==> src/rtl/demorgan_pkg.sv <==
// Shared types and helpers for the De Morgan gate self-test sequencer.
package demorgan_pkg;

   typedef enum logic [2:0] {
      ST_IDLE  = 3'd0,
      ST_LOAD  = 3'd1,
      ST_APPLY = 3'd2,
      ST_CHECK = 3'd3,
      ST_DONE  = 3'd4
   } state_t;

   localparam int NUM_VECTORS = 4;

   // Golden outputs for vec = {a,b}, ordered nA,nB,nAandnB,nAornB,AnorB,AnandB (MSB first).
   function automatic logic [5:0] expected_outputs(input logic [1:0] vec);
      logic a;
      logic b;
      a = vec[1];
      b = vec[0];
      return {~a, ~b, ~a & ~b, ~a | ~b, ~(a | b), ~(a & b)};
   endfunction

endpackage

==> src/rtl/demorgan_sweep_ctrl_if.sv <==
// Host-side run handshake of the De Morgan self-test sequencer.
interface demorgan_sweep_ctrl_if #(
   parameter int ERR_W = 8
);
   logic             start;
   logic             abort;
   logic             busy;
   logic             done;
   logic             pass;
   logic [ERR_W-1:0] err_count;

   modport master (
      output start, abort,
      input  busy, done, pass, err_count
   );

   modport slave (
      input  start, abort,
      output busy, done, pass, err_count
   );
endinterface

==> src/rtl/demorgan_settle_timer.sv <==
// Loadable down-counter that times the APPLY dwell; zero flags expiry.
module demorgan_settle_timer #(
   parameter int WIDTH = 1
) (
   input  logic             clk,
   input  logic             reset,
   input  logic             load,
   input  logic             en,
   input  logic [WIDTH-1:0] load_val,
   output logic             zero
);
   logic [WIDTH-1:0] count;

   // Reload while idle-side, count down to zero while enabled.
   always_ff @(posedge clk) begin
      if (reset) begin
         count <= '0;
      end else if (load) begin
         count <= load_val;
      end else if (en && (count != '0)) begin
         count <= count - 1'b1;
      end
   end

   assign zero = (count == '0);
endmodule

==> src/rtl/demorgan_sweep_ctrl.sv <==
// Built-in self-test sequencer for one two-input De Morgan gate block.
// Sweeps A/B through all four vectors, compares the six block outputs,
// and reports a saturating mismatch count and pass/fail to the host.
// Optional first-failure capture: define DEMORGAN_FIRST_FAIL_LOG_EN.
//
// state    | meaning
// ---------+-----------------------------------------------------
// ST_IDLE  | waiting for start, A/B driven low
// ST_LOAD  | clear run results and vector/pass indices
// ST_APPLY | drive current vector, wait SETTLE_CYCLES+1 cycles
// ST_CHECK | compare block outputs, advance vector or pass
// ST_DONE  | pulse done, publish pass, return to idle
module demorgan_sweep_ctrl
   import demorgan_pkg::*;
#(
   parameter int SETTLE_CYCLES = 1,
   parameter int NUM_PASSES    = 1,
   parameter int ERR_W         = 8
) (
   input  logic                  clk,
   input  logic                  reset,
   demorgan_sweep_ctrl_if.slave  host,
   output logic                  dut_A,
   output logic                  dut_B,
   input  logic                  dut_nA,
   input  logic                  dut_nB,
   input  logic                  dut_nAandnB,
   input  logic                  dut_nAornB,
   input  logic                  dut_AnorB,
   input  logic                  dut_AnandB
`ifdef DEMORGAN_FIRST_FAIL_LOG_EN
   ,
   output logic [1:0]            first_fail_vec,
   output logic [5:0]            first_fail_mask,
   output logic                  first_fail_valid
`endif
);
   localparam int TW = (SETTLE_CYCLES < 1) ? 1 : $clog2(SETTLE_CYCLES + 1);
   localparam int PW = (NUM_PASSES < 2) ? 1 : $clog2(NUM_PASSES);
   localparam logic [1:0]    LAST_VEC  = 2'(NUM_VECTORS - 1);
   localparam logic [PW-1:0] LAST_PASS = PW'(NUM_PASSES - 1);

   state_t           state;
   logic [1:0]       vec;
   logic [PW-1:0]    pass_idx;
   logic             busy_r;
   logic             done_r;
   logic             pass_r;
   logic [ERR_W-1:0] err_r;
   logic             settle_zero;
   logic [5:0]       observed;
   logic [5:0]       mism;

`ifdef DEMORGAN_FIRST_FAIL_LOG_EN
   logic [1:0]       ff_vec;
   logic [5:0]       ff_mask;
   logic             ff_valid;
`endif

   assign observed = {dut_nA, dut_nB, dut_nAandnB, dut_nAornB, dut_AnorB, dut_AnandB};
   assign mism     = observed ^ expected_outputs(vec);

   // Timer is preloaded in every non-APPLY state so APPLY always starts with a full dwell.
   demorgan_settle_timer #(.WIDTH(TW)) u_settle (
      .clk      (clk),
      .reset    (reset),
      .load     (state != ST_APPLY),
      .en       (state == ST_APPLY),
      .load_val (TW'(SETTLE_CYCLES)),
      .zero     (settle_zero)
   );

   // Sequencer: state, vector/pass indices, A/B drive and run results.
   always_ff @(posedge clk) begin
      if (reset) begin
         state    <= ST_IDLE;
         vec      <= '0;
         pass_idx <= '0;
         dut_A    <= 1'b0;
         dut_B    <= 1'b0;
         busy_r   <= 1'b0;
         done_r   <= 1'b0;
         pass_r   <= 1'b0;
         err_r    <= '0;
`ifdef DEMORGAN_FIRST_FAIL_LOG_EN
         ff_vec   <= '0;
         ff_mask  <= '0;
         ff_valid <= 1'b0;
`endif
      end else begin
         done_r <= 1'b0;
         if ((state == ST_LOAD || state == ST_APPLY || state == ST_CHECK) && host.abort) begin
            // Abort drops the run; partial err_count stays visible, mismatch this cycle is not counted.
            state  <= ST_IDLE;
            busy_r <= 1'b0;
            pass_r <= 1'b0;
            dut_A  <= 1'b0;
            dut_B  <= 1'b0;
         end else begin
            case (state)
               ST_IDLE: begin
                  dut_A <= 1'b0;
                  dut_B <= 1'b0;
                  if (host.start) state <= ST_LOAD;
               end
               ST_LOAD: begin
                  err_r    <= '0;
                  pass_r   <= 1'b0;
                  vec      <= '0;
                  pass_idx <= '0;
                  busy_r   <= 1'b1;
                  dut_A    <= 1'b0;
                  dut_B    <= 1'b0;
`ifdef DEMORGAN_FIRST_FAIL_LOG_EN
                  ff_vec   <= '0;
                  ff_mask  <= '0;
                  ff_valid <= 1'b0;
`endif
                  state    <= ST_APPLY;
               end
               ST_APPLY: begin
                  {dut_A, dut_B} <= vec;
                  if (settle_zero) state <= ST_CHECK;
               end
               ST_CHECK: begin
                  if (mism != '0) begin
                     if (err_r != {ERR_W{1'b1}}) err_r <= err_r + 1'b1;
`ifdef DEMORGAN_FIRST_FAIL_LOG_EN
                     if (!ff_valid) begin
                        ff_vec   <= vec;
                        ff_mask  <= mism;
                        ff_valid <= 1'b1;
                     end
`endif
                  end
                  if (vec != LAST_VEC) begin
                     vec            <= vec + 1'b1;
                     {dut_A, dut_B} <= vec + 1'b1;
                     state          <= ST_APPLY;
                  end else if (pass_idx < LAST_PASS) begin
                     pass_idx       <= pass_idx + 1'b1;
                     vec            <= '0;
                     {dut_A, dut_B} <= 2'b00;
                     state          <= ST_APPLY;
                  end else begin
                     state <= ST_DONE;
                  end
               end
               ST_DONE: begin
                  done_r <= 1'b1;
                  busy_r <= 1'b0;
                  pass_r <= (err_r == '0);
                  dut_A  <= 1'b0;
                  dut_B  <= 1'b0;
                  state  <= ST_IDLE;
               end
               default: state <= ST_IDLE;
            endcase
         end
      end
   end

   assign host.busy      = busy_r;
   assign host.done      = done_r;
   assign host.pass      = pass_r;
   assign host.err_count = err_r;

`ifdef DEMORGAN_FIRST_FAIL_LOG_EN
   assign first_fail_vec   = ff_vec;
   assign first_fail_mask  = ff_mask;
   assign first_fail_valid = ff_valid;
`endif
endmodule
==> src/flat_wrapper.sv <==
// flat-port wrapper written by rule: the top's interface ports become plain ports
module demorgan_sweep_ctrl_flat import demorgan_pkg::*;
#(
   parameter int SETTLE_CYCLES = 1,
   parameter int NUM_PASSES    = 1,
   parameter int ERR_W         = 8
)
  (clk, reset, dut_A, dut_B, dut_nA, dut_nB, dut_nAandnB, dut_nAornB, dut_AnorB, dut_AnandB, host_start, host_abort, host_busy, host_done, host_pass, host_err_count);
  demorgan_sweep_ctrl_if #(.ERR_W(ERR_W)) host_i ();
  input  logic clk;
  input  logic reset;
  output logic dut_A;
  output logic dut_B;
  input  logic dut_nA;
  input  logic dut_nB;
  input  logic dut_nAandnB;
  input  logic dut_nAornB;
  input  logic dut_AnorB;
  input  logic dut_AnandB;
  input wire logic [$bits(host_i.start)-1:0] host_start;
  input wire logic [$bits(host_i.abort)-1:0] host_abort;
  output wire logic [$bits(host_i.busy)-1:0] host_busy;
  output wire logic [$bits(host_i.done)-1:0] host_done;
  output wire logic [$bits(host_i.pass)-1:0] host_pass;
  output wire logic [$bits(host_i.err_count)-1:0] host_err_count;
  assign host_i.start = host_start;
  assign host_i.abort = host_abort;
  assign host_busy = host_i.busy;
  assign host_done = host_i.done;
  assign host_pass = host_i.pass;
  assign host_err_count = host_i.err_count;
  demorgan_sweep_ctrl #(.SETTLE_CYCLES(SETTLE_CYCLES), .NUM_PASSES(NUM_PASSES), .ERR_W(ERR_W)) u_core (.clk(clk), .reset(reset), .host(host_i), .dut_A(dut_A), .dut_B(dut_B), .dut_nA(dut_nA), .dut_nB(dut_nB), .dut_nAandnB(dut_nAandnB), .dut_nAornB(dut_nAornB), .dut_AnorB(dut_AnorB), .dut_AnandB(dut_AnandB));
endmodule
==> config.mk <==
export PLATFORM = sky130hd
export DESIGN_NAME = demorgan_sweep_ctrl_flat
export DESIGN_NICKNAME = d
export VERILOG_FILES = /design/src/rtl/demorgan_pkg.sv /design/src/rtl/demorgan_sweep_ctrl_if.sv /design/src/rtl/demorgan_settle_timer.sv /design/src/rtl/demorgan_sweep_ctrl.sv /design/src/flat_wrapper.sv
export SDC_FILE = /design/constraint.sdc
export NUM_CORES = 1
export LEC_CHECK = 0
export ABC_AREA = 1
export ABC_CLOCK_PERIOD_IN_PS = 1700
export CORE_MARGIN = 2
export CORE_UTILIZATION = 50
export CTS_CLUSTER_SIZE = 12
export DETAILED_ROUTE_END_ITERATION = 8
export GPL_TIMING_DRIVEN = 1
export HOLD_SLACK_MARGIN = 0.12
export PLACE_DENSITY_LB_ADDON = 0.2
export SKIP_CTS_REPAIR_TIMING = 1
export SYNTH_ARGS = -nofsm -noshare
export SYNTH_HDL_FRONTEND = slang
export SYNTH_SLANG_ARGS = --single-unit
==> constraint.sdc <==
create_clock -name clk -period 1.7 [get_ports clk]
set_input_delay 0.255 -clock clk [delete_from_list [all_inputs] [get_ports clk]]
set_output_delay 0.255 -clock clk [all_outputs]
set_load 0.05 [all_outputs]
==> summary.txt, run 1 <==
Outcome
  • Result of the run: completed

Floorplan
  • Cell Rows: 17
  • Die Span X: 51.5 um
  • Height of the chip: 51.5 um
  • Starting utilization of the core area: 51.9%
  • Core area: 2170 um2
  • Top-Level Pins: 23
  • Total die area: about 2600 um2

Worst setup path
  • Maximum fanout along the worst path: 9
  • Capturing element type of the critical path: flip-flop
  • Data required time at the worst endpoint: 1900 ps
  • Chain of cells forming the critical path: inv_2 -> ha_1 -> nor2_1 -> nand2_1 -> nand2_1 -> nand4_4 -> nand3_4 -> nand2_1 -> nand2_1 -> nor2_1
  • Top cell by count, worst path: sky130_fd_sc_hd__nand2_1
  • Worst-path cell with the longest stage delay: sky130_fd_sc_hd__dfxtp_1
  • Largest stage delay on the critical path: 420 ps
  • Worst Setup Start Kind: flip-flop
  • Critical path class: reg2reg
  • Arrival @ worst endpoint: approximately 1700 ps

Detailed routing
  • Residual antenna-violating net count after detailed routing: 0
  • Post-DR wirelength/cell: between 10 and 15 um
  • Residual DRC: 0
  • Vias per cell: 5.27
  • Routed WL: 2.47 mm
  • Via total after detailed routing: between 1,000 and 1,500
  • Length of the first detailed-routing pass in iterations: 4
  • Iteration-0 DRC Markers: 14

Global route
  • Total global routing overflow: 0
  • Number of antenna violations at the first check in global routing: 0
  • Met3 usage: 3.80%
  • Global-route wire length before repair: between 4 and 5 mm
  • Number of global-route vias before repair: about 1,000
  • GR Layer Usage met1: 27.6%
  • Met2 track demand over resource: 34.6%
  • Tot GR Track Use: roughly a fifth
  • Pin count of the biggest net entering global routing: 12
  • Routing layer with the top usage in global route: met2

STA
  • Final setup violation count: 0
  • Worst-case clock skew: 4.42 ps
  • Setup repair after global routing missed its margin: no
  • Achievable frequency: 0.650 GHz
  • Final Hold Fails: 0
  • Final worst-path cycle share: about nine tenths
  • Slew Limit Fails: 0
  • Minimum period implied by the final worst setup slack: between 1500 and 2000 ps
  • Post-route setup TNS: 0 ps
  • Slew @ Worst Pin: 376 ps
  • Normalized max-slew margin: 74.7%

Clock tree
  • CTS Buffer Depth: 2
  • Worst skew pair latency: 300 ps
  • Cell at the root of the clock tree: sky130_fd_sc_hd__clkbuf_4
  • CTS sink cnt: 19
  • TritonCTS buffer count: 3
  • Clock tree from TritonCTS: done
  • Number of levels the H-tree was split into: 1
  • Clock transition at the registers of the reported paths: roughly 110 ps

Synthesis
  • Cell taking the most area after synthesis: sky130_fd_sc_hd__dfxtp_1
  • Multiplexer area fraction after synthesis: 0%
  • Fraction of synthesized cell area taken by the top area cell type: between 30% and 40%
  • Post-synthesis cell area: between 1000 and 1500 um2
  • Yosys Warn Count: 0
  • Ranking of synthesized cells by area: sky130_fd_sc_hd__dfxtp_1 34%, sky130_fd_sc_hd__nand2_1 15%, sky130_fd_sc_hd__inv_1 9.3%
  • Sequential-to-total area share from yosys stat: 33.8%
  • XOR/XNOR share of the synthesized area: 0%
  • Synthesized area per cell: between 6 and 7 um2
  • Number of different library cells in the post-synthesis netlist: 21
  • Post-synthesis register bit count: 19
  • Adder-cell share of the synthesized area: 4.44%
  • Post-Synthesis Net Count: 183
  • Area share of and/or/nand/nor cells after synthesis: 41.9%
  • Syn Inst Count: ~170
  • Fraction of the mapped netlist area in compound gates: a little under 9%
  • Main combinational cell family by area after synthesis: simple AND/OR/NAND/NOR gates

Final layout
  • Filler cells: between 200 and 250
  • Leading cell type in the layout, fill and taps excluded: sky130_fd_sc_hd__nand2_1
  • Post-route cell area: 1400 um2
  • Final Net Count: between 200 and 250
  • Most used cells in the layout excluding fill and tap cells: 44 x sky130_fd_sc_hd__nand2_1, 28 x sky130_fd_sc_hd__inv_1, 19 x sky130_fd_sc_hd__nor2_1, 17 x sky130_fd_sc_hd__dfxtp_1, 16 x sky130_fd_sc_hd__buf_4
  • Final antenna diode count: 0
  • Share of post-route cells with drive strength above 1: 16.7%
  • Area growth syn-to-layout: 24.4%

Pwr
  • Total power consumption of the routed design: ~900 uW
  • Max rail drop VDD: 0.000479 V
  • Lkg Pwr: about 0.66 nW
  • Power per cell area: roughly 640 nW/um2

Min path
  • Worst min-delay path category: reg2reg

Place
  • Estimated wirelength of the detail-placed design: ~2.0 mm
  • Placed Area: ~1400 um2
  • Number of buffers inserted by port buffering: 22
  • Routability-driven placement congestion ratio: between 0.8 and 0.9

Job
  • Max-cap violation count: 0
## final cells by class
class                   count  area (um2)  area share (%)
inverters                  32         125            8.93
repair buffers             25         210            15.0
flip-flops and latches     19         383            27.3
clock inverters             1        5.00           0.357
well taps                  28        35.0            2.50
multi-input cells         118         621            44.3
clock buffers               3        22.5            1.61
## cell usage after synthesis (all sizes together)
library cell  number
nor2              20
nor4               3
o21ai              8
nand4             11
ha                 4
clkinv             1
nand3             14
a211oi             1
nor3               2
or2                1
dfxtp             19
inv               31
a31oi              1
nand2             44
a21oi              9
## critical path, delay by kind of cell, from the launching register on
kind	cells	cell delay [ps]
adders and majority gates	1	220
buffers and inverters	1	70
DFF	1	420
and+or+nand+nor	8	730
## power by group
part	internal, mW	switching (mW)	leakage [nW]
Sequential	0.465	0.0206	0.155
Clock	0.0877	0.144	0.0177
Combinational	0.0695	0.112	0.488
Total	0.622	0.277	0.661
## metrics by stage
stage | worst slack, ps | hold WS [ps] | std cells | util [%]
global route | 4.27 | 500 | 226 | 64.6
CTS | 166 | 478 | 226 | 64.6
finish | 162 | 477 | 226 | 64.6
floorplan | 102 | 324 | 169 | -
detailed placement | 26.8 | 461 | 222 | 63.3
global placement | 81.9 | 452 | 222 | 63.3
## flip-flops by register name, summed over array words and instances, names as in the netlist
signal                 count
u_core.dut_A               1
u_core.u_settle.count      1
u_core.host.pass           1
u_core.host.busy           1
u_core.host.done           1
u_core.host.err_count      8
u_core.state               3
u_core.vec                 2
u_core.dut_B               1
## cell families (layout without fill, tap and decap cells)
| kind of cell | after synthesis | after routing |
|---|---|---|
| DFF | 19 | 19 |
| and+or+nand+nor | 95 | 95 |
| buffers and inverters | 32 | 61 |
| adders and majority gates | 4 | 4 |
| AOI/OAI and AO/OA | 19 | 19 |
## path summary, 6_finish.rpt
kind | from | to | slack (ps) | cells after the start
min reg2reg | u_core.host.busy$_SDFFE_PP0P_ | u_core.host.busy$_SDFFE_PP0P_ | 480 | 2
max | u_core.vec[0]$_SDFFE_PP0P_ | u_core.host.err_count[0]$_SDFFE_PP0P_ | 160 | 10
min | u_core.host.busy$_SDFFE_PP0P_ | u_core.host.busy$_SDFFE_PP0P_ | 480 | 2
max reg2reg | u_core.vec[0]$_SDFFE_PP0P_ | u_core.host.err_count[0]$_SDFFE_PP0P_ | 160 | 10
## per-layer routing
metal | wire, um | part of all wire, %
met5 | 0 | 0
met4 | 36 | 1.5
met3 | 110 | 4.5
met2 | 1160 | 47
met1 | 1160 | 47
(Power assumes the default switching activity.)
==> inputs of run 2 (changes only) <==
Settings changed: ABC_CLOCK_PERIOD_IN_PS 1700 to unset.
==> results of run 2 <==
Same layout as run 1: the final DEF is identical, and so are final timing and power.
==> RTL edit, RTL diff (flow settings as in run 2) <==
`ERR_W` is set to 8 in 3 places; all go to 10.
--- a/src/rtl/demorgan_sweep_ctrl_if.sv
+++ b/src/rtl/demorgan_sweep_ctrl_if.sv
@@ -1,6 +1,6 @@
 // Host-side run handshake of the De Morgan self-test sequencer.
 interface demorgan_sweep_ctrl_if #(
-   parameter int ERR_W = 8
+   parameter int ERR_W = 10
 );
    logic             start;
    logic             abort;
--- a/src/rtl/demorgan_sweep_ctrl.sv
+++ b/src/rtl/demorgan_sweep_ctrl.sv
@@ -15,7 +15,7 @@
 #(
    parameter int SETTLE_CYCLES = 1,
    parameter int NUM_PASSES    = 1,
-   parameter int ERR_W         = 8
+   parameter int ERR_W         = 10
 ) (
    input  logic                  clk,
    input  logic                  reset,
--- a/src/flat_wrapper.sv
+++ b/src/flat_wrapper.sv
@@ -3,7 +3,7 @@
 #(
    parameter int SETTLE_CYCLES = 1,
    parameter int NUM_PASSES    = 1,
-   parameter int ERR_W         = 8
+   parameter int ERR_W         = 10
 )
   (clk, reset, dut_A, dut_B, dut_nA, dut_nB, dut_nAandnB, dut_nAornB, dut_AnorB, dut_AnandB, host_start, host_abort, host_busy, host_done, host_pass, host_err_count);
   demorgan_sweep_ctrl_if #(.ERR_W(ERR_W)) host_i ();
Ports: changed (resized host_err_count); port bits go from 23 to 25. No check against the original RTL was run, so the function may have changed too.
==> RTL edit against run 2 <==
  * Setup slack better by 28 ps
  * Sequential cell count up 2
  * Power up 15%
  * Area after synthesis up 23%
  * Sequential power up 12%
  * Non-clock buffer count up 5
  * Cell count up 23%
  * Via count up 17%
  * Routed wire length up 18%
  * Maximum frequency up 1.8%
  * Cell area up 19%
  * Die area up 21%
==> RTL edit: results (changes against run 2) <==
stage,metric,value,unit,change
job,Max Cap Viol,0,,unchanged
min_path,Tightest Hold Check Type,reg -> reg,,
critical_path,"delay-heaviest family, CP",simple AND/OR/NAND/NOR gates,,
grt,All-Layer GR Usage,20.5,%,-0.78 points
clocking,CTS max path bufs,2,,unchanged
synthesis,Synth Area in Compound Gates,9.12,%,+0.35 points
placed_design,dpl cells,273,,+23%
placed_design,GP Congestion,0.866,,-3.0%
pwr,Psw,0.000328,W,+19%
route,Vias,1394,,+17%
min_path,HP Start,u_core.u_settle.count$_SDFFE_PP0P_,,
synthesis,sequential-to-total area share from yosys stat,30.4,%,-3.4 points
cells_and_area,layout cells sized above 1,19.9,%,+3.3 points
sta,final setup skew,0.725,ps,-3.69 ps
synthesis,post-synth cell types,27,,+29%
grt,met2 Use GR,35.0,%,+0.43 points
critical_path,R2R Setup Slk,190,ps,+30 ps
pwr,Seq pwr share,52.7,%,-1.3 points
synthesis,largest cells by area after synthesis,"dfxtp_1, nand2_1, nor2_1",,
synthesis,Synth Net Count,231,,+26%
placed_design,Area after DPL,1640,um2,+19%
grt,vias in the first global route,1229,,+20%
synthesis,Synth top cells by count,"nand2_1, nor2_1, inv_1",,
cells_and_area,Nets,261,,+23%
synthesis,Post-Synth XOR/XNOR Area,0.632,%,+0.63 points
route,DR iter-0 viols,66,,+52
grt,GRT met3 Usage,3.00,%,-0.81 points
placed_design,port bufs,24,,+9.1%
synthesis,Avg Inst Size Synth,6.38,um2,-4.2%
pwr,peak supply drop,0.630,mV,+32%
min_path,hold path endpoint,u_core.state[0]$_SDFFE_PP0P_,,
grt,first-pass GRT wire length,5240,um,+24%
sta,Rel. slew slack,79.0,%,+4.3 points
pwr,Comb group,0.000258,W,+42%
critical_path,Worst path slowest cell,dfxtp_2,,
grt,pin count of the biggest net entering global routing,13,,+1
pwr,PwrDens,617,nW/um2,-3.8%
placed_design,post-DP HPWL,2370,um,+21%
cells_and_area,max FFs per register,10,,+2
cells_and_area,Non-Filler Instances,277,,+23%
outcome,outcome,"complete, no violations",,
min_path,Hold Path Stages,1,,-1
synthesis,Post-Synth Adder-Cell Area,3.61,%,-0.83 points
critical_path,CP max stage delay,350,ps,-70 ps
cells_and_area,fill count,271,,+25%
route,WL per Instance,10.6,um,-3.4%
clocking,htree depth,1,,unchanged
synthesis,post-synthesis mux area share,0,%,unchanged
critical_path,CP Data Arrival Time,1710,ps,-30 ps
critical_path,maximum net fanout on the critical path,12,,+3
grt,Global Route met1 Usage,25.7,%,-1.9 points
pwr,Leak,0.730,nW,+11%
## RTL edit: kinds of logic (layout without fill, tap and decap cells)
| group | after synthesis | after routing |
|---|---|---|
| adders and majority gates | 4 | 4 |
| and+or+nand+nor | 130 | 130 |
| AOI/OAI and AO/OA | 24 | 24 |
| DFF | 21 | 21 |
| buffers and inverters | 37 | 66 |
| xor gates and xnor gates | 1 | 1 |
## RTL edit: stage by stage
step | utilization, % | hold WS (ps) | setup WS (ps)
floorplan | - | 317 | 14.9
global route | 62.3 | 468 | 28.3
detailed placement | 61.0 | 431 | 40.2
CTS | 61.9 | 443 | 113
finish | 62.3 | 434 | 190
global placement | 61.0 | 426 | 85.3
## RTL edit: final cells by class
cell class	instances	share of cell area, %
Clock buffer	4	1.57
Inverter	32	7.17
Multi-Input combinational cell	159	48.4
Sequential cell	21	25.6
Tap cell	31	2.32
Timing Repair Buffer	30	15.0
## RTL edit: how the worst max path moves through the flow
stage / startpoint / endpoint / cells after the start
6_report: u_core.vec[0]$_SDFFE_PP0P_ / u_core.host.err_count[0]$_SDFFE_PP0P_ / 10
5_1_grt: u_core.vec[0]$_SDFFE_PP0P_ / u_core.host.err_count[6]$_SDFFE_PP0P_ / 10
4_1_cts: u_core.vec[1]$_SDFFE_PP0P_ / u_core.host.err_count[2]$_SDFFE_PP0P_ / 9
3_5_place_dp: dut_nA / u_core.host.err_count[2]$_SDFFE_PP0P_ / 9
3_3_place_gp: dut_nA / u_core.host.err_count[7]$_SDFFE_PP0P_ / 9
2_1_floorplan: u_core.host.err_count[3]$_SDFFE_PP0P_ / u_core.host.err_count[7]$_SDFFE_PP0P_ / 8
## RTL edit: layer usage
layer | up-vias | part of all wire, %
met3 | 5 | 3.1
met4 | 0 | 1.3
met2 | 23 | 47
li1 | 745 | -
met1 | 621 | 48
met5 | - | 0
